[config.mk]
export PLATFORM = sky130hd
export DESIGN_NAME = uart_rx_fifo
export DESIGN_NICKNAME = d
export VERILOG_FILES = /design/src/rtl/uart_rx_fifo.sv
export SDC_FILE = /design/constraint.sdc
export NUM_CORES = 1
export LEC_CHECK = 0
export ABC_AREA = 0
export BUFFER_PORTS_ARGS = -buffer_cell sky130_fd_sc_hd__buf_2
export CORE_MARGIN = 2
export CORE_UTILIZATION = 55
export DETAILED_ROUTE_END_ITERATION = 7
export PLACE_DENSITY = 0.7
export SYNTH_ARGS = -nofsm -noshare
export SYNTH_HDL_FRONTEND = slang
export SYNTH_SLANG_ARGS = --single-unit
[constraint.sdc]
create_clock -name clk28 -period 5.15 [get_ports clk28]
set_input_delay 0.2575 -clock clk28 [delete_from_list [all_inputs] [get_ports clk28]]
set_output_delay 0.2575 -clock clk28 [all_outputs]
set_load 0.02 [all_outputs]
[src/rtl/uart_rx_fifo.sv]
// rtl/uart_rx_fifo.sv - UART receive FIFO with status port, sticky error flags and RTS hysteresis
module uart_rx_fifo #(
  parameter int DEPTH_LOG2 = 4,
  parameter int RTS_HIGH   = 12,
  parameter int RTS_LOW    = 4
) (
  input  logic                clk28,
  input  logic                rst_n,
  input  logic                en,
  input  logic                rx_valid,
  input  logic [7:0]          rx_byte,
  input  logic                rx_frame_err,
  input  logic                rd_data_req,
  input  logic                rd_stat_req,
  input  logic                wr_ctrl_req,
  input  logic [7:0]          wr_ctrl_data,
  output logic [7:0]          d_out,
  output logic                d_out_active,
  output logic                uart_rts,
  output logic [DEPTH_LOG2:0] level
);

  localparam int DEPTH = 1 << DEPTH_LOG2;
  localparam int LW    = DEPTH_LOG2 + 1;
  localparam logic [LW-1:0]         LVL_FULL = LW'(DEPTH);
  localparam logic [LW-1:0]         LVL_CMAX = LW'(15);
  localparam logic [LW-1:0]         LVL_HI   = LW'(RTS_HIGH);
  localparam logic [LW-1:0]         LVL_LO   = LW'(RTS_LOW);
  localparam logic [DEPTH_LOG2-1:0] PTR_ONE  = DEPTH_LOG2'(1);

  logic [7:0]            mem [DEPTH];
  logic [DEPTH_LOG2-1:0] wr_ptr_q, wr_ptr_d, rd_ptr_q, rd_ptr_d;
  logic [LW-1:0]         level_q, level_d;
  logic                  ovf_q, ovf_d, frm_q, frm_d;
  logic [7:0]            d_out_q, d_out_d;
  logic                  act_q, act_d, rts_q, rts_d;

  logic empty, full, push_req, pop_req, push_ok, pop_ok, flush, clr, ovf_evt;
  logic [3:0] stat_cnt;
  logic unused_ctrl;

  assign unused_ctrl = ^wr_ctrl_data[7:2];

  assign empty    = (level_q == '0);
  assign full     = (level_q == LVL_FULL);
  assign push_req = en & rx_valid;
  assign pop_req  = en & rd_data_req;
  assign pop_ok   = pop_req & ~empty;
  // A pop in the same cycle frees the slot, so a full FIFO can still accept.
  assign push_ok  = push_req & (~full | pop_ok);
  assign ovf_evt  = push_req & full & ~pop_ok;
  assign flush    = en & wr_ctrl_req & wr_ctrl_data[0];
  assign clr      = en & wr_ctrl_req & wr_ctrl_data[1];
  assign stat_cnt = (level_q > LVL_CMAX) ? 4'hF : level_q[3:0];

  always_comb begin
    wr_ptr_d = wr_ptr_q;
    rd_ptr_d = rd_ptr_q;
    level_d  = level_q;
    ovf_d    = 1'b0;
    frm_d    = 1'b0;
    d_out_d  = d_out_q;
    act_d    = en & (rd_data_req | rd_stat_req);
    rts_d    = 1'b1;

    if (en) begin
      if (flush) begin
        wr_ptr_d = '0;
        rd_ptr_d = '0;
        level_d  = '0;
      end else begin
        if (push_ok) wr_ptr_d = wr_ptr_q + PTR_ONE;
        if (pop_ok)  rd_ptr_d = rd_ptr_q + PTR_ONE;
        level_d = level_q + LW'(push_ok) - LW'(pop_ok);
      end
      // New events take priority over a clear in the same cycle.
      ovf_d = (ovf_q & ~clr) | ovf_evt;
      frm_d = (frm_q & ~clr) | rx_frame_err;

      if (rd_data_req)      d_out_d = empty ? 8'hFF : mem[rd_ptr_q];
      else if (rd_stat_req) d_out_d = {stat_cnt, frm_q, ovf_q, full, ~empty};

      if (level_d >= LVL_HI)      rts_d = 1'b1;
      else if (level_d <= LVL_LO) rts_d = 1'b0;
      else                        rts_d = rts_q;
    end else begin
      wr_ptr_d = '0;
      rd_ptr_d = '0;
      level_d  = '0;
    end
  end

  always_ff @(posedge clk28 or negedge rst_n) begin
    if (!rst_n) begin
      wr_ptr_q <= '0;
      rd_ptr_q <= '0;
      level_q  <= '0;
      ovf_q    <= 1'b0;
      frm_q    <= 1'b0;
      d_out_q  <= 8'h00;
      act_q    <= 1'b0;
      rts_q    <= 1'b1;
    end else begin
      wr_ptr_q <= wr_ptr_d;
      rd_ptr_q <= rd_ptr_d;
      level_q  <= level_d;
      ovf_q    <= ovf_d;
      frm_q    <= frm_d;
      d_out_q  <= d_out_d;
      act_q    <= act_d;
      rts_q    <= rts_d;
    end
  end

  always_ff @(posedge clk28) begin
    if (push_ok && !flush) mem[wr_ptr_q] <= rx_byte;
  end

  assign d_out        = d_out_q;
  assign d_out_active = act_q;
  assign uart_rts     = rts_q;
  assign level        = level_q;

endmodule
# Yosys cells after proc, flatten, opt, wreduce, memory -nomap -nowiden
# Memories as Yosys holds them, arrays and structs flattened.
# Index checks and enable logic that the tools add are counted.
# word_totals
regBits	25
memories	1
ramBits	128
# classes
reduce_logical	5
eq_ne	4
bitwise	20
mux	20
addsub	4
order_cmp	3
# mem_list
memory	words	width	read_ports	rd_clocked_by_memory_dff	wr	line	text
mem	16	8	1	0	1	31	logic [7:0] mem [DEPTH];
# op_table
cell	count
$mux W4	7
$mux W8	3
$mux W5	3
$and A1 B1 Y1	12
$ne A3 B1 Y1 const B	3
$add A4 B1 Y4 const B	2
$mux W1	7
$add A5 B1 Y5	1
$eq A5 B5 Y1 const B	1
$ge A5 B4 Y1 const B	1
$gt A5 B4 Y1 const B	1
$le A5 B3 Y1 const B	1
$logic_not A5 Y1	1
$sub A5 B1 Y5	1
$not A1 Y1	4
$or A1 B1 Y1	4
$reduce_and A2 Y1	1
$reduce_bool A2 Y1	1
$logic_and A1 B1 Y1	1
$logic_not A1 Y1	1

# Longest topological paths before layout
# depth
word_depth	13
depth_mapped	16
ltp_nobuf	16

# Least setup slack after synthesis
# Ideal clock, no wire load.
# synth_path
path_type	flip-flop to flip-flop
from	reg level_q[2] (netlist: level[2])
to	reg rts_q (netlist: uart_rts)
arrival_ps	3006
slack_ps	2067
t_required_ps	5073
n_path_buf	0
path_stages_with_launch	15
path_cell_list	dfrtp_1 inv_1 ha_1 nor4b_1 nor2b_1 nand2_1 inv_1 ha_1 inv_1 ha_1 inv_1 fa_1 xor2_1 o311a_1 o22ai_1
# synth_between
elab_chain_cells	12
# synth_lines
element	line	text
start: declaration	33	logic [LW-1:0] level_q, level_d;
start signal: assignment	106	level_q <= level_d;
$logic_not A5 Y1	44	assign empty = (level_q == '0);
$not A1 Y1	48	assign pop_ok = pop_req & ~empty;
$and A1 B1 Y1	48	
$or A1 B1 Y1	50	assign push_ok = push_req & (~full | pop_ok);
$and A1 B1 Y1	50	
$add A5 B1 Y5	74	level_d = level_q + LW'(push_ok) - LW'(pop_ok);
$sub A5 B1 Y5 *	74	
$mux W5 *	67	if (flush) begin
$mux W5 *	66	if (en) begin
$ge A5 B4 Y1	83	if (level_d >= LVL_HI) rts_d = 1'b1;
$mux W1	83	
$mux W1	66	
end signal: assignment	111	rts_q <= rts_d;
end: declaration	36	logic act_q, act_d, rts_q, rts_d;
# Every way passes the cells marked *; elsewhere a longest branch is shown, timed or not. The select of a mux whose other input is x is not followed.
# A chain may end at the register's enable or synchronous reset.

# Final worst setup path
# Same ends and word-level chain as after synthesis.

==> impl.org <==
** STA
- In this run the tightest slew margin relative to its limit is 0.466.
- At the pin with the least slew margin, the transition time is between 0.7 and 0.8 ns.
- Sum Neg Setup Slack :: 0 ns
- Hold timing on the final database bottoms out at a slack of approximately 0.09 ns.
- Setup repair after global routing left no endpoint under its margin.
- Of the available clock period, the critical path in the final layout requires 0.672.
- On the final layout, the worst clock skew is ~0.0076 ns.
- The number of pins with negative max-slew slack in the final report is 0.
- Static timing analysis puts the maximum clock frequency at ~290 MHz.
- After layout, the worst setup slack is between 1.5 and 2 ns.
- Setup violation total in the final timing report :: 0
- The clock period could shrink to 3.46 ns.
- The final count of hold timing violations is 0.

** Yosys
- For this run, the number of Yosys warnings is 0.
- A synthesized cell averages roughly 17 um2.
- Number of library cell types mapped by synthesis :: 49
- Synthesis handed over a netlist of about 390 instances.
- Synthesized Nets :: about 430
- For this run, the register share of the synthesized area comes to 0.692.
- In the synthesized netlist the dominant register cell turns out to be sky130_fd_sc_hd__edfxtp_1.
- In this run, synthesis inferred 128 flip-flops with an integrated enable.
- Number of synthesized register bits :: between 150 and 200
- Fraction of synthesis flops using an asynchronous set or reset pin :: 0.163
- Post-synth design cell area :: between 6000 and 7000 um2

** Run
- The tool flagged a number of max-cap violations equal to 0.

** Layout
- The net count of the finished layout is 465.
- Area added between synthesis and finish :: 13.4%
- In the final layout, the share of cells above drive strength 1 is 0.180.
- Final design utilization :: 0.639
- Antenna cells :: 0
- The finished layout holds a little under 600 standard cells, fillers aside.

** Worst setup path
- Buffers & Inverters on Critical Path :: 4
- R2R Setup Slk :: about 1.7 ns
- The startpoint identified for the worst register-to-register timing path is level[2].
- For the worst setup path, the data arrival time is 3.81 ns.
- The worst setup path is launched from a flop.
- The worst setup path is captured at a flop.
- CP dominant cell by count :: sky130_fd_sc_hd__inv_1
- Among all stages on the critical path, the largest delay is contributed by sky130_fd_sc_hd__dfrtp_1.
- The worst register-to-register path ends at uart_rts.
- For the worst setup path, the data required time is 5.50 ns.
- The largest single stage delay on the critical path is ~0.45 ns.
- CP Max Fanout :: 6
- The setup path with the least slack is of type reg -> reg.
- Depth of the worst register-to-register path :: 14
- The critical path goes through inv_1, ha_1, nor4b_1, nor2b_1, nand2_1, inv_1, ha_1, inv_1, ha_1, inv_1, fa_1, xor2_1, o311a_1, o22ai_1.
- Grouping stages by cell kind, the critical path spends the most delay in adder cells.

** Clocking
- Resize count post-CTS :: 0
- Counting along the longest clock path gives a buffer depth of 2.
- Inserted Clock Buffers :: 17
- After clock tree synthesis, the flow added hold-fix buffers numbering 1.
- Post CTS Setup Buffer Count :: 0
- Number of clock sinks :: around 150
- The later pin in the worst-skew pair is clocked with a latency of about 0.42 ns.
- TritonCTS clock tree :: yes
- CTS Root Cell :: sky130_fd_sc_hd__clkbuf_16
- The H-tree was split into 4 levels.
- Clock transition at path regs :: around 0.060 ns

** Route
- The pre-antenna-repair detailed-routing pass consisted of 7 iterations.
- DRC violation total after the first TritonRoute iteration :: 360
- Remaining DRCs :: 0
- Via/cell ratio :: between 5 and 6
- In the final routed layout, each cell accounts on average for around 22 um.
- Antenna Violating Nets Remaining :: 0
- The detailed router placed 3441 vias in this run.
- The routed design has between 10000 and 15000 um of wire.

** Floorplan
- Area of the core region :: 11500 um2
- Initial cell density of the core :: 0.564
- Chip Height :: approximately 110 um
- Die outline width :: ~110 um
- 39 I/O pins were placed.
- Row generation in the floorplan step produced 39 rows.
- Area of the die :: around 13000 um2

** Place
- Worst setup timing slack at the placement stage :: approximately 1.7 ns
- Final weighted congestion of routability-driven global placement :: 0.783
- The count of buffers added on input and output ports is 32.
- Detailed placement finished with a half-perimeter wire length of roughly 8300 um.
- Once placement completed, the tool counted placed cells totaling around 550.

** Power
- IR analysis of the VDD net gives a maximum drop of 0.287 mV.
- Leakage power total :: ~2.6 nW
- Power per unit of standard cell area :: about 440 nW/um2

** Global route
- Aggregate global routing overflow :: 0
- Largest net degree at the start of global routing :: 36
- The first global-routing pass estimated 20000 um of wire.
- Global-route total usage across every layer :: 0.221
- The number of global-route vias before repair came to between 3000 and 4000.
- Initial antenna violation count :: 0

** Worst hold path
- The path class of the tightest hold or removal check is in -> reg.
- In this run the most critical hold path is launched from rx_frame_err.
- Hold path cells :: 3
- For hold timing, the worst endpoint is frm_q.

** Run status
- Outcome :: finished clean
[area by class of cell]
cell class,instances,area [um2]
Clock inverter,15,183
Clock buffer,17,425
Fill cell,806,4140
Multi-Input combinational cell,202,1820
Timing Repair Buffer,35,185
Inverter,17,63.8
Tap cell,143,179
Sequential cell,153,4470
[per-stage QoR]
| stage | cell area [um2] | power, mW |
|---|---|---|
| 2_1_floorplan | 6460 | 1.86 |
| 3_3_place_gp | 6710 | 1.99 |
| 3_5_place_dp | 6710 | 2.00 |
| 4_1_cts | 7330 | 3.28 |
| 5_1_grt | 7330 | 3.39 |
| 6_report | 7330 | 3.26 |
[how the worst max path moves through the flow]
stage                         from  endpoint  slack [ns]  cells past startpoint
final                     level[2]  uart_rts        1.69                     14
after detailed placement  level[2]  uart_rts        1.71                     14
after global routing      level[2]  uart_rts        1.44                     14
after CTS                 level[2]  uart_rts        1.68                     14
after global placement    level[2]  uart_rts        1.78                     14
after floorplan           level[2]  uart_rts        2.07                     14
[worst register-to-register path, stage by stage, from the launching register on]
cell                      delay, ns
sky130_fd_sc_hd__dfrtp_1       0.45
sky130_fd_sc_hd__inv_1         0.10
sky130_fd_sc_hd__ha_1          0.21
sky130_fd_sc_hd__nor4b_1       0.16
sky130_fd_sc_hd__nor2b_1       0.42
sky130_fd_sc_hd__nand2_1       0.25
sky130_fd_sc_hd__inv_1         0.21
sky130_fd_sc_hd__ha_1          0.26
sky130_fd_sc_hd__inv_1         0.06
sky130_fd_sc_hd__ha_1          0.15
sky130_fd_sc_hd__inv_1         0.05
sky130_fd_sc_hd__fa_1          0.40
sky130_fd_sc_hd__xor2_1        0.21
sky130_fd_sc_hd__o311a_1       0.33
sky130_fd_sc_hd__o22ai_1       0.12
[kinds of logic after synthesis]
group	count (synthesis)	synth area share
AOI/OAI and AO/OA	58	0.0579
and+or+nand+nor	78	0.0647
xor gates and xnor gates	9	0.0122
buffers and inverters	33	0.0265
DFF	153	0.692
adders and majority gates	15	0.0302
muxes	42	0.117
[layer usage]
| metal | global-route usage | up-vias | wire (um) |
|---|---|---|---|
| li1 | - | 1597 | - |
| met1 | 0.311 | 1724 | 5690 |
| met2 | 0.342 | 101 | 6250 |
| met3 | 0.0464 | 19 | 569 |
| met4 | 0.0894 | 0 | 258 |
| met5 | 0 | - | 0 |
[report_power, final]
| part | switching, mW | internal [mW] | leakage [nW] |
|---|---|---|---|
| Sequential | 0.0474 | 1.40 | 1.47 |
| Combinational | 0.308 | 0.225 | 0.798 |
| Clock | 0.477 | 0.801 | 0.291 |
| Total | 0.833 | 2.42 | 2.55 |
[registers in the layout, indices dropped and copies added (netlist names)]
name / count
d_out: 8
d_out_active: 1
frm_q: 1
level: 5
mem: 128
ovf_q: 1
rd_ptr_q: 4
uart_rts: 1
wr_ptr_q: 4
[synthesized netlist by cell type, types with 7 or more instances]
library cell | count | area (um2)
sky130_fd_sc_hd__mux4_2 | 11 | 248
sky130_fd_sc_hd__dfrtp_1 | 24 | 601
sky130_fd_sc_hd__a21oi_1 | 11 | 55.1
sky130_fd_sc_hd__nor2_1 | 25 | 93.8
sky130_fd_sc_hd__edfxtp_1 | 128 | 3840
sky130_fd_sc_hd__o21ai_0 | 13 | 65.1
sky130_fd_sc_hd__inv_1 | 17 | 63.8
sky130_fd_sc_hd__mux2i_1 | 17 | 170
sky130_fd_sc_hd__a31oi_1 | 9 | 56.3
sky130_fd_sc_hd__a22oi_1 | 7 | 52.6
sky130_fd_sc_hd__mux4_1 | 12 | 315
sky130_fd_sc_hd__nand2_1 | 10 | 37.5
sky130_fd_sc_hd__and2_1 | 17 | 106
sky130_fd_sc_hd__nor2b_1 | 7 | 43.8
sky130_fd_sc_hd__ha_1 | 14 | 175
sky130_fd_sc_hd__clkbuf_1 | 7 | 26.3
[layout by cell type, fill, tap and decap left out, types with 4 or more instances in the layout]
cell type                   instances
sky130_fd_sc_hd__a21oi_1           11
sky130_fd_sc_hd__a221oi_1           5
sky130_fd_sc_hd__a22oi_1            7
sky130_fd_sc_hd__a31oi_1            9
sky130_fd_sc_hd__and2_1            17
sky130_fd_sc_hd__buf_2             32
sky130_fd_sc_hd__bufinv_16          4
sky130_fd_sc_hd__clkbuf_16         17
sky130_fd_sc_hd__clkinv_2           4
sky130_fd_sc_hd__dfrtp_1           23
sky130_fd_sc_hd__edfxtp_1         128
sky130_fd_sc_hd__ha_1              14
sky130_fd_sc_hd__inv_1             17
sky130_fd_sc_hd__mux2i_1           17
sky130_fd_sc_hd__mux4_1            12
sky130_fd_sc_hd__mux4_2            11
sky130_fd_sc_hd__nand2_1           10
sky130_fd_sc_hd__nor2_1            25
sky130_fd_sc_hd__nor2b_1            7
sky130_fd_sc_hd__o21ai_0           13
sky130_fd_sc_hd__o22ai_1            5
sky130_fd_sc_hd__xnor2_1            4
sky130_fd_sc_hd__xor2_1             5
Note: power is estimated with default switching activity, not from simulation.
